===== src/rtl/hilo_div.sv =====
// Multi-cycle radix-2 restoring divider producing LO (quotient) and HI (remainder)
// for signed and unsigned divides, with pipeline stall, annul and divide-by-zero reporting.
//
// state | meaning
// ------+--------------------------------------------------------------
// IDLE  | waiting for start; operands latched on accept
// PREP  | operands converted to magnitudes; b == 0 short-circuits to DONE
// ITER  | WIDTH restoring steps, one quotient bit per cycle, MSB first
// FIX   | sign correction, quot/rem loaded
// DONE  | done pulse for one cycle, stall released
module hilo_div #(
  parameter int WIDTH = 32
) (
  input  logic             clk,
  input  logic             rst,
  input  logic             start,
  input  logic             signed_div,
  input  logic             annul,
  input  logic [WIDTH-1:0] a,
  input  logic [WIDTH-1:0] b,
  output logic             stall,
  output logic             busy,
  output logic             done,
  output logic [WIDTH-1:0] quot,
  output logic [WIDTH-1:0] rem,
  output logic             div_by_zero
);

  localparam int CW = (WIDTH > 1) ? $clog2(WIDTH) : 1;
  localparam logic [CW-1:0] LAST = CW'(WIDTH - 1);

  typedef enum logic [2:0] {IDLE, PREP, ITER, FIX, DONE} state_t;

  state_t           state_q, state_d;
  logic [WIDTH-1:0] a_q, a_d;
  logic [WIDTH-1:0] b_q, b_d;
  logic [WIDTH-1:0] r_q, r_d;
  logic [CW-1:0]    cnt_q, cnt_d;
  logic             sa_q, sa_d;
  logic             sb_q, sb_d;
  logic [WIDTH-1:0] quot_q, quot_d;
  logic [WIDTH-1:0] rem_q, rem_d;
  logic             dbz_q, dbz_d;

  logic [WIDTH:0]   rr;
  logic [WIDTH:0]   trial;
  logic [WIDTH-1:0] b_mag;

  always_ff @(posedge clk or posedge rst) begin
    if (rst) begin
      state_q <= IDLE;
      a_q     <= '0;
      b_q     <= '0;
      r_q     <= '0;
      cnt_q   <= '0;
      sa_q    <= 1'b0;
      sb_q    <= 1'b0;
      quot_q  <= '0;
      rem_q   <= '0;
      dbz_q   <= 1'b0;
    end else begin
      state_q <= state_d;
      a_q     <= a_d;
      b_q     <= b_d;
      r_q     <= r_d;
      cnt_q   <= cnt_d;
      sa_q    <= sa_d;
      sb_q    <= sb_d;
      quot_q  <= quot_d;
      rem_q   <= rem_d;
      dbz_q   <= dbz_d;
    end
  end

  // a_q doubles as the dividend shift register and the quotient accumulator.
  always_comb begin
    rr    = {r_q, a_q[WIDTH-1]};
    trial = rr - {1'b0, b_q};
    b_mag = sb_q ? -b_q : b_q;

    state_d = state_q;
    a_d     = a_q;
    b_d     = b_q;
    r_d     = r_q;
    cnt_d   = cnt_q;
    sa_d    = sa_q;
    sb_d    = sb_q;
    quot_d  = quot_q;
    rem_d   = rem_q;
    dbz_d   = dbz_q;

    case (state_q)
      IDLE: begin
        if (start) begin
          a_d     = a;
          b_d     = b;
          sa_d    = a[WIDTH-1] & signed_div;
          sb_d    = b[WIDTH-1] & signed_div;
          state_d = PREP;
        end
      end
      PREP: begin
        if (b_mag == '0) begin
          quot_d  = '1;
          rem_d   = a_q;
          dbz_d   = 1'b1;
          state_d = DONE;
        end else begin
          a_d     = sa_q ? -a_q : a_q;
          b_d     = b_mag;
          r_d     = '0;
          cnt_d   = '0;
          state_d = ITER;
        end
      end
      ITER: begin
        // trial[WIDTH] set means the subtraction borrowed: restore.
        r_d   = trial[WIDTH] ? rr[WIDTH-1:0] : trial[WIDTH-1:0];
        a_d   = {a_q[WIDTH-2:0], ~trial[WIDTH]};
        cnt_d = cnt_q + 1'b1;
        if (cnt_q == LAST) state_d = FIX;
      end
      FIX: begin
        quot_d  = (sa_q ^ sb_q) ? -a_q : a_q;
        rem_d   = sa_q ? -r_q : r_q;
        dbz_d   = 1'b0;
        state_d = DONE;
      end
      DONE:    state_d = IDLE;
      default: state_d = IDLE;
    endcase

    // A flush discards the operation and leaves the architectural results alone.
    if (annul) begin
      state_d = IDLE;
      quot_d  = quot_q;
      rem_d   = rem_q;
      dbz_d   = dbz_q;
    end
  end

  assign busy        = (state_q == PREP) || (state_q == ITER) || (state_q == FIX);
  assign done        = (state_q == DONE);
  assign stall       = ~rst & ~annul & (((state_q == IDLE) & start) | busy);
  assign quot        = quot_q;
  assign rem         = rem_q;
  assign div_by_zero = dbz_q;

endmodule


===== config.mk =====
export PLATFORM = sky130hd
export DESIGN_NAME = hilo_div
export DESIGN_NICKNAME = d
export VERILOG_FILES = /design/src/rtl/hilo_div.sv
export SDC_FILE = /design/constraint.sdc
export NUM_CORES = 1
export LEC_CHECK = 0
export ABC_AREA = 1
export CORE_MARGIN = 2
export CORE_UTILIZATION = 30
export DETAILED_ROUTE_END_ITERATION = 16
export GPL_TIMING_DRIVEN = 0
export MAX_ROUTING_LAYER = met4
export PLACE_DENSITY_LB_ADDON = 0.05
export SLEW_MARGIN = 20
export SYNTH_ARGS = -nofsm -noshare
export SYNTH_HDL_FRONTEND = slang
export SYNTH_SLANG_ARGS = --single-unit
export TNS_END_PERCENT = 20

===== constraint.sdc =====
create_clock -name clk -period 15.81 [get_ports clk]
set_input_delay 3.9525 -clock clk [delete_from_list [all_inputs] [get_ports clk]]
set_output_delay 3.9525 -clock clk [all_outputs]
set_load 0.005 [all_outputs]

== Word-level counts from Yosys, hierarchy flattened ==
Index checks and enable logic that the tools add are counted.
Storage, ports and cells
  logic and storage cells: 76
  memory bits (writable): 0
  bits in registers: 171
  bits in latches: 0
  input bits: 69
  ROM bits: 0
  memories: 0
Cells by class
  multiplexer cells: 26
  div/mod/pow operators: 0
  shift-type cells: 0
  reductions and logical operators: 14
  equal/unequal tests: 11
  bitwise logic cells: 10
  multiply operators: 0
  $lt $le $gt $ge: 0
  add/sub/neg operators: 5
Operators by type and width (number)
  two-way mux 32 bit: 12
  case mux 32 bit (2 select lines): 4
  negator 32 bit: 3
  case mux 32 bit (3 select lines): 1
  subtractor 33 x 32 -> 33 bit: 1
  zero test 32 bit: 1
  two-way mux 3 bit: 4
  case mux 3 bit (4 select lines): 1
  case mux 5 bit (2 select lines): 1
  inequality test 2 bit, second input constant: 4
  equality test 3 x 2 -> 1 bit, second input constant: 2
  inequality test 3 bit, second input constant: 2
  AND reduction 2 bit: 3
  AND reduction 3 bit: 2
  nonzero test 2 bit: 3
  adder 5 x 1 -> 5 bit, second input constant: 1
  bitwise AND 1 bit: 5
  equality test 5 bit, second input constant: 1
  two-way mux 5 bit: 1
  AND reduction 4 bit: 1
  equality test 3 x 1 -> 1 bit, second input constant: 1
  equality test 3 bit, second input constant: 1
  zero test 3 bit: 1
  NOT 1 bit: 3
  other kinds (6): 7

== Longest topological paths before layout ==
Gate-level depths: netlist of the first run.
  word-level depth: 6
  depth in mapped cells: 19
  depth with buffers taken out: 18

== Worst setup path after synthesis of the first run ==
No wires, ideal clock.
  kind: input to output
  start: input port start
  end: output port stall
  stages: 2
  setup slack: 7.408 ns
  arrival time: 4.449 ns
  path buffers: 0
  cells stage by stage: inv_1 -> a2111oi_0
Between the ends
  word-level cells in the longest chain between the ends: 3
RTL lines
  from (decl): line 16  | input logic start,
  bitwise AND 1 bit: line 144  | assign stall = ~rst & ~annul & (((state_q == IDLE) & start) | busy);
  OR 1 bit: line 144
  bitwise AND 1 bit: line 144
  to (decl): line 21  | output logic stall,
Every way passes these cells.

== Worst setup path in the final report of the first run ==
Ends and elaborated chain as after synthesis.

==> out/results.ini, run 1 <==
[status]
status = finished clean

[clocking]
cts_tree = yes
cts_sinks = 171
ctsHoldBuffers = 0
clkTransAtPathRegs_ps = 70
cts-htree-levels = 4
post_cts_buffers = 0
clock_latency_ps = 510
cts_made_buffers = 17
clock_tree.root_cell = clkbuf_16
ctsResizeCount = 0
clock_path_buffers = 2

[drt]
drt-initial-drc-count = 1122
num_vias = 14270
viasPerCell = 5.25
routedWlPerCell_microns = 21.4
drc_errors = 0
dr.pass1.iters = 8
ant_nets = 0
wirelength_mm = 58.2

[die]
dieArea_sq_um = 45800
fp-row-count = 76
fp.dieW_microns = 214
die_y_microns = 214
ios = 137
initial_utilization_pct = 30.5
core_sq_um = 43400

[placement]
dpl.hpwl_mm = 46.8
place_congestion = 0.937
dpl.cell_count = 2688
post_dp_cell_area_sq_um = 15400
port_buffers = 136

[power_and_ir_drop]
pwr_density_cell_nw_per_um2 = 212
ir_drop_mv = 0.0748
power.leakage_nw = 7.44
power_mw = 3.38

[finish]
diodes = 0
finalNetCount = 2230
drive_gt1_share_pct = 7.03
syn_to_final_growth_pct = 20.3
final_common_cell = nand2_1
final-instance-count-excl-fill = 2720
finalInstanceArea_sq_um = 15900
final_cell_mix = nand2_1 (517), nor2_1 (202), o21ai_0 (181)

[hold_path]
hold_depth = 2
hp-class = register to register

[critical_path]
start_kind = primary input
path_class = primary input to primary output
worstSetupEndpointType = primary output
reg2reg_depth = 16
cp_max_fo = 2
worstPathArrival_ps = 5400
crit_required_ps = 11860

[synth]
synth.yosys.seq_area_share_pct = 32.3
yosys.cell_types.count = 49
ys_ff_latch = 171
syn_nets = 2074
yosysWarningCount = 0
syn_area_per_cell_sq_um = 6.73
synth_area_sq_um = 13200
netlist_instances = 1966

[grt]
grt_use_total_pct = 26.4
grt_pass1_vias = 14286
antenna_found_initial = 0
overflow = 0
grt_max_degree = 95
grt_first_pass_wirelength_mm = 89.1

[timing]
tightest_slew_ps = 1040
hold_viol = 0
setup_viol = 0
maxSlewHeadroom_pct = 30.7
setup_tns_ps = 0
final.min_clock_period_ps = 9350
finalCritPeriodShare_pct = 59.2
clock.fmax_ghz = 0.107
drv_slew = 0
rsz0062_at_grt = no
finalClockSkew_ps = 12.3
whs_ps = 483

[job]
maxCapViolCount = 0

==> cell families (layout without fill, tap and decap cells) <==
group                      after synthesis  after routing  synth area share (%)
buffers and inverters                  263            432                  8.30
and+or+nand+nor                       1012           1012                  32.9
AOI/OAI and AO/OA                      436            436                  19.7
DFF                                    171            171                  32.3
adders and majority gates               39             39                  3.74
muxes                                    2              2                 0.151
xor gates and xnor gates                43             43                  2.84
==> cell usage after synthesis (all sizes together) <==
master | instances | area share (%)
a311oi | 11 | 0.73
o211ai | 34 | 1.9
xor2 | 33 | 2.2
a211oi | 4 | 0.23
a21boi | 3 | 0.17
fa | 1 | 0.15
a22oi | 27 | 1.5
nor4 | 8 | 0.38
nand3 | 154 | 5.9
o311ai | 1 | 0.066
nand4 | 60 | 2.9
or2 | 3 | 0.14
nor2 | 210 | 6.1
dfrtp | 171 | 32
o31ai | 1 | 0.057
and2 | 1 | 0.047
a21oi | 79 | 3.0
and3 | 1 | 0.047
o21a | 3 | 0.17
mux2i | 2 | 0.15
a2111oi | 1 | 0.066
a21o | 3 | 0.17
nor3 | 23 | 0.95
a31oi | 16 | 0.76
o221ai | 2 | 0.13
ha | 38 | 3.6
a221oi | 1 | 0.066
inv | 173 | 4.9
clkbuf | 48 | 1.4
buf | 42 | 2.0
o21ai | 241 | 10
xnor2 | 10 | 0.66
nand2 | 548 | 16
a2bb2oi | 1 | 0.066
nand3b | 4 | 0.23
o21bai | 8 | 0.45
==> stage by stage <==
step / setup WS [ps] / utilization (%)
4_1_cts: 6430 / 36.7
5_1_grt: 6380 / 36.7
3_3_place_gp: 4240 / 35.4
2_1_floorplan: 7230 / -
3_5_place_dp: 6430 / 35.4
6_report: 6460 / 36.7
==> metal layers <==
metal  vias to the layer above  GRT usage [%]  share of wire, %
met1                      6776           32.5                44
li1                       6970              -                 -
met2                       425           43.6                48
met3                        99           3.57               4.2
met4                         0           10.9               3.5
met5                         -              -                 0
==> critical path, stage by stage <==
cell and delay [ps]:
clkdlybuf4s50_1 460, inv_1 50, a2111oi_0 370, clkdlybuf4s50_1 580
==> where the power goes <==
group	internal (mW)	total, mW	switching, mW
Clock	0.212	0.427	0.214
Combinational	0.712	2.12	1.40
Sequential	0.622	0.835	0.212
Total	1.55	3.38	1.83
==> registers in the layout (all words and copies together) (netlist names), named ones only <==
name,cells
sb_q,1
rem,32
a_q,32
div_by_zero,1
state_q,3
cnt_q,5
quot,32
b_q,31
sa_q,1
r_q,32
==> final cells by class <==
type	count	area (sq um)
fillers	4821	27400
inverters	173	657
multi-input cells	1532	7860
well taps	585	732
clock buffers	19	453
flip-flops and latches	171	4280
repair buffers	137	1390
plain buffers	90	449
clock inverters	13	110
==> final timing paths <==
kind	from	to	slack, ps
setup / recovery	start	stall	6460
min in group asynchronous	rst	quot[3]	4000
max in group asynchronous	rst	a_q[27]	10930
hold reg to reg	div_by_zero	div_by_zero	480
setup reg to reg	a_q[31]	r_q[17]	11650
hold / removal	div_by_zero	div_by_zero	480
Note: power is estimated with default switching activity, not from simulation.
==> run 2: changes to the inputs <==
==> constraint.sdc (replaced) <==
create_clock -name clk -period 7.76 [get_ports clk]
set_input_delay 1.94 -clock clk [delete_from_list [all_inputs] [get_ports clk]]
set_output_delay 1.94 -clock clk [all_outputs]
set_load 0.005 [all_outputs]
==> results of run 2 <==
Same layout as run 1 (identical final DEF). Status: finished clean.
Main changes from that run: setup slack after placement 6430 ps -> 2410 ps; setup slack after layout 6460 ps -> 2430 ps; register-to-register setup slack 11650 ps -> 3600 ps; total power 3.38 mW -> 6.88 mW; worst IR drop on VDD 0.0748 mV -> 0.152 mV
